**src/rtl/pulse_delay_pkg.sv**
```systemverilog
// Shared constants and types for the pulse delay responder.
// Stamp and count widths are sized for the largest legal DELAY and DEPTH.
package pulse_delay_pkg;

  localparam int unsigned DefDelay = 4;
  localparam int unsigned DefDepth = 4;
  localparam int unsigned MaxDelay = 15;
  localparam int unsigned MaxDepth = 16;

  localparam int unsigned StampW = $clog2(MaxDelay) + 1;
  localparam int unsigned CountW = $clog2(MaxDepth) + 1;

  typedef logic [StampW-1:0] stamp_t;
  typedef logic [CountW-1:0] count_t;

endpackage

```
**src/rtl/stamp_fifo.sv**
```systemverilog
// Synchronous FIFO of due stamps; a push into a full FIFO is accepted only
// when a pop happens in the same cycle.
module stamp_fifo
  import pulse_delay_pkg::*;
#(
  parameter int unsigned DEPTH = DefDepth
) (
  input  logic   clk,
  input  logic   rst,
  input  logic   push,
  input  stamp_t wdata,
  input  logic   pop,
  output stamp_t rdata,
  output logic   full,
  output logic   empty,
  output count_t count
);

  localparam int unsigned PtrW = (DEPTH > 1) ? $clog2(DEPTH) : 1;
  localparam logic [PtrW-1:0] LastIdx = PtrW'(DEPTH - 1);

  stamp_t          mem_q [DEPTH];
  logic [PtrW-1:0] wptr_q, rptr_q;
  count_t          count_q;
  logic            do_push, do_pop;

  function automatic logic [PtrW-1:0] next_ptr(input logic [PtrW-1:0] p);
    return (p == LastIdx) ? '0 : p + PtrW'(1);
  endfunction

  assign empty   = (count_q == '0);
  assign full    = (count_q == count_t'(DEPTH));
  assign do_pop  = pop && !empty;
  assign do_push = push && (!full || do_pop);
  assign rdata   = mem_q[rptr_q];
  assign count   = count_q;

  always_ff @(posedge clk) begin
    if (rst) begin
      wptr_q  <= '0;
      rptr_q  <= '0;
      count_q <= '0;
    end else begin
      if (do_push) wptr_q <= next_ptr(wptr_q);
      if (do_pop)  rptr_q <= next_ptr(rptr_q);
      count_q <= count_q + count_t'(do_push) - count_t'(do_pop);
    end
  end

  // Storage needs no reset: entries are only read once the count covers them.
  always_ff @(posedge clk) begin
    if (do_push) mem_q[wptr_q] <= wdata;
  end

endmodule

```
**src/rtl/pulse_delay_responder.sv**
```systemverilog
// Answers each accepted request with a one-cycle b pulse DELAY edges later,
// tracking pending requests as due stamps against a free-running counter.
module pulse_delay_responder
  import pulse_delay_pkg::*;
#(
  parameter int unsigned DELAY = DefDelay,
  parameter int unsigned DEPTH = DefDepth
) (
  input  logic        clk,
  input  logic        rst,
  input  logic        en,
  input  logic        a,
  output logic        b,
  output logic [4:0]  outstanding,
  output logic        drop,
  output logic [15:0] resp_cnt
);

  localparam int unsigned CntW = $clog2(DELAY) + 1;

  logic [CntW-1:0] cnt_q, cnt_next, due;
  logic            b_q, drop_q;
  logic [15:0]     resp_cnt_q;

  stamp_t head;
  count_t fifo_count;
  logic   fifo_full, fifo_empty;
  logic   req, mature, accept;

  assign cnt_next = cnt_q + CntW'(1);
  assign due      = cnt_q + CntW'(DELAY);

  // Popping one cycle early lets the registered b line up with the due edge.
  assign req    = en && a;
  assign mature = !fifo_empty && (head == stamp_t'(cnt_next));
  assign accept = req && (!fifo_full || mature);

  stamp_fifo #(
    .DEPTH (DEPTH)
  ) u_stamp_fifo (
    .clk   (clk),
    .rst   (rst),
    .push  (accept),
    .wdata (stamp_t'(due)),
    .pop   (mature),
    .rdata (head),
    .full  (fifo_full),
    .empty (fifo_empty),
    .count (fifo_count)
  );

  always_ff @(posedge clk) begin
    if (rst) begin
      cnt_q      <= '0;
      b_q        <= 1'b0;
      drop_q     <= 1'b0;
      resp_cnt_q <= '0;
    end else begin
      cnt_q      <= cnt_next;
      b_q        <= mature;
      resp_cnt_q <= resp_cnt_q + 16'(mature);
      if (req && !accept) drop_q <= 1'b1;
    end
  end

  assign b           = b_q;
  assign drop        = drop_q;
  assign resp_cnt    = resp_cnt_q;
  assign outstanding = fifo_count;

endmodule

```
**config.mk**
```make
export PLATFORM = sky130hd
export DESIGN_NAME = pulse_delay_responder
export DESIGN_NICKNAME = d
export VERILOG_FILES = /design/src/rtl/pulse_delay_pkg.sv /design/src/rtl/stamp_fifo.sv /design/src/rtl/pulse_delay_responder.sv
export SDC_FILE = /design/constraint.sdc
export NUM_CORES = 1
export LEC_CHECK = 0
export BUFFER_PORTS_ARGS = -buffer_cell sky130_fd_sc_hd__buf_2
export CAP_MARGIN = 20
export CORE_AREA = 2 2 70 72
export DETAILED_ROUTE_END_ITERATION = 6
export DIE_AREA = 0 0 72 74
export SLEW_MARGIN = 40
export SYNTH_ARGS = -nofsm -noshare
export SYNTH_HDL_FRONTEND = slang
export SYNTH_SLANG_ARGS = --single-unit
```
**constraint.sdc**
```tcl
create_clock -name clk -period 7.9 [get_ports clk]
set_input_delay 1.185 -clock clk [delete_from_list [all_inputs] [get_ports clk]]
set_output_delay 1.185 -clock clk [all_outputs]
set_load 0.02 [all_outputs]
```
# After elaboration in Yosys (flattened, before gate mapping)
# Memory sizes are Yosys's and may differ from the RTL's. A register that Yosys moved wholly into a read port is not among the register bits.
# Cells that the tools add are included.
# totals
n_memories	1
output_inout_bits	23
mem_bits_rw	12
elab_cells	37
romBits	0
latch_bits	0
register_bits	30
inputBits	4
# memory_table
memory	words	word_bits	read_ports	rd_ports_with_merged_regs	wr	line	source
u_stamp_fifo.mem_q	4	3	1	1	1	stamp_fifo.sv:22	stamp_t mem_q [DEPTH];
# classes
n_eq_ne	4
magnitude_cmp	0
shifts	0
n_bitwise	0
multipliers	0
mux	6
div	0
reduce_logical	12
n_addsub	7
# ops
cell	n
$add A16 B1 Y16	1
$mux W2	4
$logic_and A1 B1 Y1	6
$add A5 B1 Y5	1
$eq A5 B3 Y1	1
$eq A5 B3 Y1 const B	1
$logic_not A5 Y1	1
$sub A5 B1 Y5	1
$add A2 B1 Y2 const B	2
$eq A2 B2 Y1 const B	2
$add A3 B1 Y3 const B	1
$add A3 B3 Y3 const B	1
$logic_not A1 Y1	3
$logic_or A1 B1 Y1	2
$mux W1	2

# Depth between registers and ports, before layout
# Gate-level depths: netlist of run 1.
# depth
ltp_word	8
mapped_depth	15
ltp_nobuf	14

# By module
# A second synthesis of run 1 with hierarchy kept.
# hier_totals
cells_unflattened	200
area_unflattened_um2	2372.3
# by_module_without_submodules
module	instances	area_per_inst_um2	cells_each	seq_area_each_um2
stamp_fifo	1	1416.4	100	820.8
pulse_delay_responder	1	955.9	100	420.4

# Worst setup path before layout of run 1
# Ideal clock, no wire load.
# synth_timing
path_type	reg2reg
start	register (tool-made name)
end	register u_stamp_fifo.count_q[4] (netlist: u_stamp_fifo.count[4])
path_stages_with_launch	15
path_buffers	1
synth_period_minus_slack_ns	3.199
required_ns	7.769
path_slack_ns	4.701
setup_ns	0.131
arrival_time_ns	3.068
path_cell_list	dfxtp_1 mux4_1 xnor2_1 or4_1 buf_6 inv_6 ha_1 inv_1 ha_1 inv_1 fa_1 nor2b_1 o21bai_1 a21oi_1 nor3b_1
# synth_lines
item	line	source
to (signal assigned)	stamp_fifo.sv:46	count_q <= count_q + count_t'(do_push) - count_t'(do_pop);
to (decl)	stamp_fifo.sv:24	count_t count_q;

==> results of run 1 <==
path summary, 6_finish.rpt:
kind | from | end | slack [ns] | depth (start not counted)
min reg2reg | resp_cnt[15] | resp_cnt[15] | 0.49 | 2
max reg2reg | flop | u_stamp_fifo.count[4] | 4.39 | 13
min | resp_cnt[15] | resp_cnt[15] | 0.49 | 2
max | flop | u_stamp_fifo.count[4] | 4.39 | 13
per-stage QoR:
stage          cell area [um2]  util, %  hold WS, ns
4_1_cts                   2300     50.0        0.489
3_3_place_gp              2190     47.7        0.476
3_5_place_dp              2190     47.7        0.472
2_1_floorplan             2020        -        0.449
5_1_grt                   2300     50.0        0.515
6_report                  2300     50.0        0.486
cell usage after synthesis (7+ instances only):
cell type	number
xnor2_1	12
dfxtp_1	32
nor2_1	18
ha_1	14
nand2_1	9
nor2b_1	7
edfxtp_1	12
nand3_1	11
a21oi_1	13
inv_1	15
sequential cells by signal, summed over array words and instances (netlist names), named ones only:
register,count
cnt_q,3
b,1
u_stamp_fifo.wptr_q,2
u_stamp_fifo.mem_q,12
drop,1
u_stamp_fifo.count,5
u_stamp_fifo.rptr_q,2
resp_cnt,16
routing by layer:
layer | vias up | share of wire (%) | GRT usage [%]
met5 | - | 0 | 0
met4 | 0 | 1.3 | 6.29
met3 | 6 | 4.1 | 4.07
met2 | 33 | 45 | 20.9
met1 | 680 | 50 | 20.5
li1 | 734 | - | -
cells by family after synthesis:
logic type | share of synthesized area, %
buf+inv | 4.34
flops | 49.6
simple gates | 17.3
compound gates | 7.19
xor+xnor | 6.94
fa+ha+maj | 9.67
mux | 4.96
critical path: stages (launching register included):
cell and delay, ns:
dfxtp_1 0.41, mux4_1 0.59, xnor2_1 0.17, or4_1 0.76, inv_6 0.15, ha_1 0.23
inv_1 0.05, ha_1 0.15, inv_1 0.05, fa_1 0.36, nor2b_1 0.16, o21bai_1 0.09
a21oi_1 0.15, nor3b_1 0.06
cell type report:
type / count / share of cell area, %
multi-input cells: 127 / 40.4
clock inverters: 3 / 1.63
flip-flops and latches: 44 / 43.5
inverters: 16 / 2.83
clock buffers: 5 / 2.99
well taps: 54 / 2.94
repair buffers: 26 / 5.66
power groups by stage:
stage | clock (uW) | sequential [uW] | combinational (uW)
2_1_floorplan | 0 | 281 | 88.2
3_3_place_gp | 0 | 272 | 127
3_5_place_dp | 0 | 272 | 128
4_1_cts | 172 | 267 | 129
5_1_grt | 181 | 270 | 145
6_report | 167 | 266 | 126
==> flow_summary.toml, run 1 <==
[synthesis]
syn_area_um2 = 2020
synth_top_area_cell = "dfxtp_1"
ys_ff_latch = 44
ys.flop_type = "dfxtp_1"
synthDistinctLibCells = 34
yosysWarnings = 0
syn_inst = 191
syn_avg_cell_area_um2 = 10.6
synthesis.nets = 210
seq_area_frac_synth_pct = 49.6
synth-edff-count = 12
yosys-top-cells-area = "dfxtp_1 (32%), edfxtp_1 (18%), ha_1 (8.7%), xnor2_1 (5.2%), nor2_1 (3.3%)"
async_flop_share_pct = 0
synth_top_area_share_pct = 31.7

[global_routing]
grt_max_degree = 32
track_usage_pct = 14.5
antenna_found_initial = 0
grt_pass1_wl_um = 5870
grt-ovfl-total = 0
grt_pass1_vias = 1245

[die]
die_x_um = 72
coreArea_um2 = 4600
rows = 25
fp.dieH_um = 74
die_area_um2 = 5330
start_util_pct = 43.9
pin_count = 27

[route]
drtIter0Drc = 53
avgViaCountPerCell = 5.28
drt.antenna.violating_nets = 0
routed_wl_um = 3580
first_pass_iters = 4
wl_per_cell_um = 13.0
drc_errors = 0
vias = 1453

[power_and_ir_drop]
swShare_pct = 29.0
p_comb_share_pct = 22.6
leakagePower_uw = 0.000901
power.density_nw_per_um2 = 243
p_seq_share_pct = 47.6
internal_power_uw = 397
power_switching_uw = 162
irDropWorstVdd_uv = 152
total_power_uw = 559
p_clk_share_pct = 29.8

[worst_setup_path]
cp-end-kind = "flop"
critPathMaxFanout = 10
critPathRequiredTime_ns = 8.07
arrival_ns = 3.67
crit_type = "flop to flop"
crit_path_start_kind = "flop"

[timing]
drv_slew = 0
fin_setup_tns_ns = 0
hold_violations = 0
rsz0062_at_grt = "no"
period_share_pct = 44.4
min_period_ns = 3.51
final.setup_skew_ns = 0.00458
tightest_slew_ns = 0.781
timing.fmax_mhz = 285
slew_headroom_pct = 47.8
setup_viol = 0
timing.final.ws_setup_ns = 4.39

[cts]
cts_tree = "done"
cts.path.max_buffers = 2
numCtsBuffers = 5
hold_buffers = 0
clk_pin_slew_ns = 0.08
cts_sinks = 44
cts_resized = 0
clock_latency_ns = 0.29
cts.repair_timing.setup_buffer_count = 0
clk_root_buffer_cell = "clkbuf_8"
cts-htree-levels = 2

[finish]
diodes = 0
syn_to_final_growth_pct = 13.9
fill_cells = 433
final_common_cell = "dfxtp_1"
seq_area_um2 = 1000
finalNetCount = 239
layout-drive-gt1-share_pct = 16.3
final_cell_mix = "dfxtp_1 (32), buf_2 (26), nor2_1 (18)"
multi_input_area_um2 = 930
layoutNonFillerInstCount = 275

[hold_path]
hp-class = "flop to flop"

[placement]
hpwlAfterDp_um = 2540
post-place-ws_ns = 4.36
dp_cells = 267
io_buffers = 26
globalplace.congestion = 0.849

[job]
cap_violations = 0

[outcome]
status = "finished clean"
(Power assumes the default switching activity.)
==> run 2, diff against run 1 <==
--- a/config.mk
+++ b/config.mk
@@ -5,6 +5,7 @@
 export SDC_FILE = /design/constraint.sdc
 export NUM_CORES = 1
 export LEC_CHECK = 0
+export ABC_AREA = 1
 export BUFFER_PORTS_ARGS = -buffer_cell sky130_fd_sc_hd__buf_2
 export CAP_MARGIN = 20
 export CORE_AREA = 2 2 70 72
==> constraint.sdc (replaced) <==
create_clock -name clk -period 3.4 [get_ports clk]
set_input_delay 0.51 -clock clk [delete_from_list [all_inputs] [get_ports clk]]
set_output_delay 0.51 -clock clk [all_outputs]
set_load 0.02 [all_outputs]
==> flow_summary.toml, run 2 <==
[timing]
tightest_slew_ns = 0.468
fin_setup_tns_ns = 0
timing.fmax_mhz = 357
drv_slew = 0
setup_viol = 0
min_period_ns = 2.80
rsz0062_at_grt = "no"
hold_violations = 0
slew_headroom_pct = 68.5
period_share_pct = 82.4
holdWs_ns = 0.470
final.setup_skew_ns = 0.00272

[power_and_ir_drop]
power.density_nw_per_um2 = 635
p_clk_share_pct = 23.5
power_switching_uw = 514
irDropWorstVdd_uv = 396
p_seq_share_pct = 45.6
swShare_pct = 35.4
internal_power_uw = 936
p_comb_share_pct = 30.8
leakagePower_uw = 0.00103

[synthesis]
async_flop_share_pct = 0
syn_inst = 237
synth_most_common_cell = "inv_1"
syn_area_um2 = 2010
synthesis.nets = 256
yosys-top-cells-area = "dfxtp_1 (32%), edfxtp_1 (18%), ha_1 (8.7%), inv_1 (7.1%), nand2_1 (6.7%)"
synth-edff-count = 12
synthDistinctLibCells = 27
ys_top_cells_by_count = "inv_1 (38), nand2_1 (36), nor2_1 (35)"
synth_top_area_cell = "dfxtp_1"
syn_avg_cell_area_um2 = 8.47
ys.flop_type = "dfxtp_1"
yosysWarnings = 0
ys_ff_latch = 44
synth_top_area_share_pct = 31.9
seq_area_frac_synth_pct = 49.9

[hold_path]
hp-start = "drop"
min_delay_path_depth = 1
hold_end = "drop"
hp-class = "flop to flop"

[route]
first_pass_iters = 4
routed_wl_um = 3580
avgViaCountPerCell = 4.67
drt.antenna.violating_nets = 0
vias = 1503
wl_per_cell_um = 11.1
drc_errors = 0
drtIter0Drc = 58

[die]
die_x_um = 72
pin_count = 27
die_area_um2 = 5330
start_util_pct = 43.6
fp.dieH_um = 74
rows = 25
coreArea_um2 = 4600

[worst_setup_path]
critPathRequiredTime_ns = 3.58
cp-end-kind = "flop"
crit_buf_inv = 4
cp_top_family = "adder cells"
crit_path_start_kind = "flop"
critPathMaxFanout = 8
timing.rr.end = "u_stamp_fifo.count[4]"
rrSetupSlack_ns = 0.60
r2r-start = "cnt_q[0]"
r2r_cells = 17
crit_type = "flop to flop"
cp_slowest_stage_delay_ns = 0.39
cp_common_cell = "inv_1"
cp_slowest_cell = "fa_1"
crit_chain = "ha_1 > xnor2_1 > inv_1 > nand2_1 > nand2_1 > nor2_2 > nand2_2 > inv_1 > ha_1 > inv_1 > ha_1 > inv_1 > fa_1 > nor3_1 > a211oi_1 > o21ai_0 > a21oi_1"
arrival_ns = 2.98
path_depth = 17

[finish]
largest_reg_flops = 16
diodes = 0
final_cell_mix = "inv_1 (38), nand2_1 (36), nor2_1 (35)"
final_common_cell = "inv_1"
layout-drive-gt1-share_pct = 15.7
finalNetCount = 286
syn_to_final_growth_pct = 13.8

[cts]
cts.repair_timing.setup_buffer_count = 0
cts.path.max_buffers = 2
clk_root_buffer_cell = "clkbuf_8"
numCtsBuffers = 5
hold_buffers = 0
clock_latency_ns = 0.29
cts_sinks = 44
cts-htree-levels = 2
cts_resized = 0
clk_pin_slew_ns = 0.08
cts_tree = "done"

[global_routing]
grt-ovfl-total = 0
antenna_found_initial = 0
grt_max_degree = 18
grt_pass1_vias = 1391
track_usage_pct = 15.1
grt_pass1_wl_um = 6140

[placement]
hpwlAfterDp_um = 2720
globalplace.congestion = 0.729
io_buffers = 26

[outcome]
status = "finished clean"

[job]
cap_violations = 0
==> run 2: cell count changes after synthesis, moves of 3 or more <==
cell     change
o21a_1       +4
or3_1        -4
nor2_1      +17
nor2_2       +3
nand2_1     +27
inv_1       +23
nor4_1       -3
xnor2_1     -11
o21ai_0      +6
nor2b_1      -7
==> run 2: worst register-to-register path, cell delays in order (launching register included) <==
cell and delay (ns):
dfxtp_1 0.37, ha_1 0.23, xnor2_1 0.24, inv_1 0.06
nand2_1 0.06, nand2_1 0.05, nor2_2 0.09, nand2_2 0.09
inv_1 0.13, ha_1 0.24, inv_1 0.06, ha_1 0.15
inv_1 0.05, fa_1 0.39, nor3_1 0.19, a211oi_1 0.07
o21ai_0 0.14, a21oi_1 0.05
==> run 2: layout make-up <==
| type | count | area, um2 |
|---|---|---|
| repair buffers | 26 | 130 |
| multi-input cells | 150 | 841 |
| clock buffers | 7 | 86.3 |
| clock inverters | 1 | 7.51 |
| well taps | 54 | 67.6 |
| flip-flops and latches | 44 | 1000 |
| fillers | 453 | 2310 |
| inverters | 40 | 150 |
==> run 2: how the worst max path moves through the flow <==
stage             start               endpoint  slack (ns)
2_1_floorplan  cnt_q[0]  u_stamp_fifo.count[4]        0.81
3_3_place_gp   cnt_q[0]  u_stamp_fifo.count[4]        0.66
3_5_place_dp   cnt_q[0]  u_stamp_fifo.count[4]        0.59
4_1_cts        cnt_q[0]  u_stamp_fifo.count[4]        0.58
5_1_grt        cnt_q[0]  u_stamp_fifo.count[4]        0.25
6_report       cnt_q[0]  u_stamp_fifo.count[4]        0.60
==> run 2: per-stage QoR <==
step	std cells	setup slack [ns]	instance area (um2)	util, %	power (uW)
final	322	0.598	2280	49.7	1450
after global routing	322	0.249	2280	49.7	1570
after CTS	322	0.580	2280	49.7	1470
after detailed placement	314	0.591	2190	47.6	1130
after global placement	314	0.659	2190	47.6	1120
after floorplan	237	0.806	2010	-	1010
==> run 2: kinds of logic (layout without fill, tap and decap cells) <==
family	count (synthesis)	count (layout)	synth area share, %
AND/OR/NAND/NOR	101	101	22.3
flip-flops	44	44	49.9
buffers and inverters	43	74	8.23
AO/OA/AOI/OAI	30	30	8.17
adder cells (fa/ha/maj)	15	15	9.73
XOR/XNOR	4	4	1.75
==> run 2: layer usage <==
metal / vias to the layer above / GRT usage (%) / routed length, um
li1: 817 / - / -
met1: 651 / 19.5 / 1750
met2: 27 / 23.8 / 1620
met3: 8 / 4.20 / 143
met4: 0 / 6.92 / 68
met5: - / 0 / 0
==> run 2: power groups by stage <==
stage	Sequential, uW	Combinational, uW	Clock [uW]
floorplan	701	311	0
global placement	677	448	0
detailed placement	676	452	0
CTS	665	454	356
global route	673	530	370
finish	662	447	341
==> run 3, diff against run 2 <==
==> constraint.sdc (replaced) <==
create_clock -name clk -period 2.88 [get_ports clk]
set_input_delay 0.432 -clock clk [delete_from_list [all_inputs] [get_ports clk]]
set_output_delay 0.432 -clock clk [all_outputs]
set_load 0.02 [all_outputs]
==> flow_summary.toml, run 3 (same netlist as run 2, synthesis figures left out) <==
[timing]
min_period_ns = 2.70
fin_setup_tns_ns = 0
holdWs_ns = 0.470
rsz0062_at_grt = "no"
slew_headroom_pct = 66.1
drv_slew = 0
timing.final.ws_setup_ns = 0.180
hold_violations = 0
final.setup_skew_ns = 0.00608
setup_viol = 0
timing.fmax_mhz = 370
period_share_pct = 93.7
tightest_slew_ns = 0.503

[global_routing]
antenna_found_initial = 0
track_usage_pct = 14.5
grt_pass1_wl_um = 5970
grt_pass1_vias = 1334
grt_max_degree = 18
grt-ovfl-total = 0

[cts]
cts_sinks = 44
cts.path.max_buffers = 2
clock_latency_ns = 0.29
numCtsBuffers = 5
cts-htree-levels = 2
clk_root_buffer_cell = "clkbuf_8"
cts_tree = "done"
hold_buffers = 0
clk_pin_slew_ns = 0.08

[die]
fp.dieH_um = 74
start_util_pct = 43.6
rows = 25
die_area_um2 = 5330
pin_count = 27
coreArea_um2 = 4600
die_x_um = 72

[finish]
diodes = 0
largest_reg_flops = 16
layout-drive-gt1-share_pct = 18.1
final_common_cell = "inv_1"
finalNetCount = 289
final_cell_mix = "inv_1 (37), nand2_1 (36), nor2_1 (35)"
syn_to_final_growth_pct = 16.3

[route]
vias = 1552
routed_wl_um = 3630
wl_per_cell_um = 11.2
drc_errors = 0
first_pass_iters = 5
drtIter0Drc = 106
avgViaCountPerCell = 4.78
drt.antenna.violating_nets = 0

[worst_setup_path]
crit_path_start_kind = "flop"
cp-end-kind = "flop"
crit_type = "flop to flop"
arrival_ns = 2.87
critPathRequiredTime_ns = 3.05
critPathMaxFanout = 9

[outcome]
status = "finished clean"

[placement]
globalplace.congestion = 0.760
io_buffers = 26
hpwlAfterDp_um = 2710
post-place-ws_ns = 0.109

[power_and_ir_drop]
irDropWorstVdd_uv = 460
leakagePower_uw = 0.00107
power.density_nw_per_um2 = 759

[job]
cap_violations = 0

[hold_path]
hp-class = "flop to flop"
## run 3: worst max-delay path: stages (launching register included)
cell and delay (ns):
dfxtp_1 0.34, ha_1 0.23, xnor2_2 0.21, inv_1 0.06, nand2_1 0.06, nand2_1 0.05
nor2_2 0.09, nand2_2 0.09, buf_4 0.15, nand2_4 0.07, nand2_4 0.08, inv_1 0.07
ha_1 0.16, inv_1 0.05, fa_1 0.39, nor3_1 0.18, a211oi_1 0.08, o21ai_0 0.17
a21oi_1 0.06
## run 3: path summary, 6_finish.rpt
check	from	endpoint	slack, ns	cells past startpoint
hold reg to reg	drop	drop	0.47	1
hold / removal	drop	drop	0.47	1
setup / recovery	cnt_q[1]	u_stamp_fifo.count[4]	0.18	18
setup reg to reg	cnt_q[1]	u_stamp_fifo.count[4]	0.18	18
## run 3: timing repair
action / in CTS / in global routing
gates resized for setup: 0 / 4
buffers inserted: 0 / 2
hold endpoints to repair: 0 / 0
setup endpoints to repair: 0 / 5
## run 3: per-stage QoR
step / power (uW) / instance area (um2) / std cells / util (%)
after floorplan: 1190 / 2010 / 237 / -
after global placement: 1330 / 2200 / 315 / 47.8
after detailed placement: 1340 / 2200 / 315 / 47.8
after CTS: 1770 / 2300 / 323 / 50.1
after global routing: 1900 / 2330 / 325 / 50.7
final: 1770 / 2330 / 325 / 50.7
## run 3: report_power, final
group / switching, uW / total, uW / internal [uW]
Combinational: 339 / 555 / 216
Sequential: 67.2 / 778 / 711
Clock: 205 / 438 / 232
Total: 612 / 1770 / 1160
## run 3: layout make-up
type                    instances  area, um2
repair buffers                 29        153
flip-flops and latches         44       1000
fillers                       447       2260
clock inverters                 1       5.00
clock buffers                   7        101
inverters                      40        150
multi-input cells             150        855
well taps                      54       67.6
## run 3: metal layers
layer  vias to the layer above  global-route usage (%)  part of all wire, %
li1                        822                       -                    -
met1                       703                    20.4                   51
met2                        20                    21.5                   44
met3                         7                    3.93                  4.0
met4                         0                    5.66                  1.7
met5                         -                       0                    0
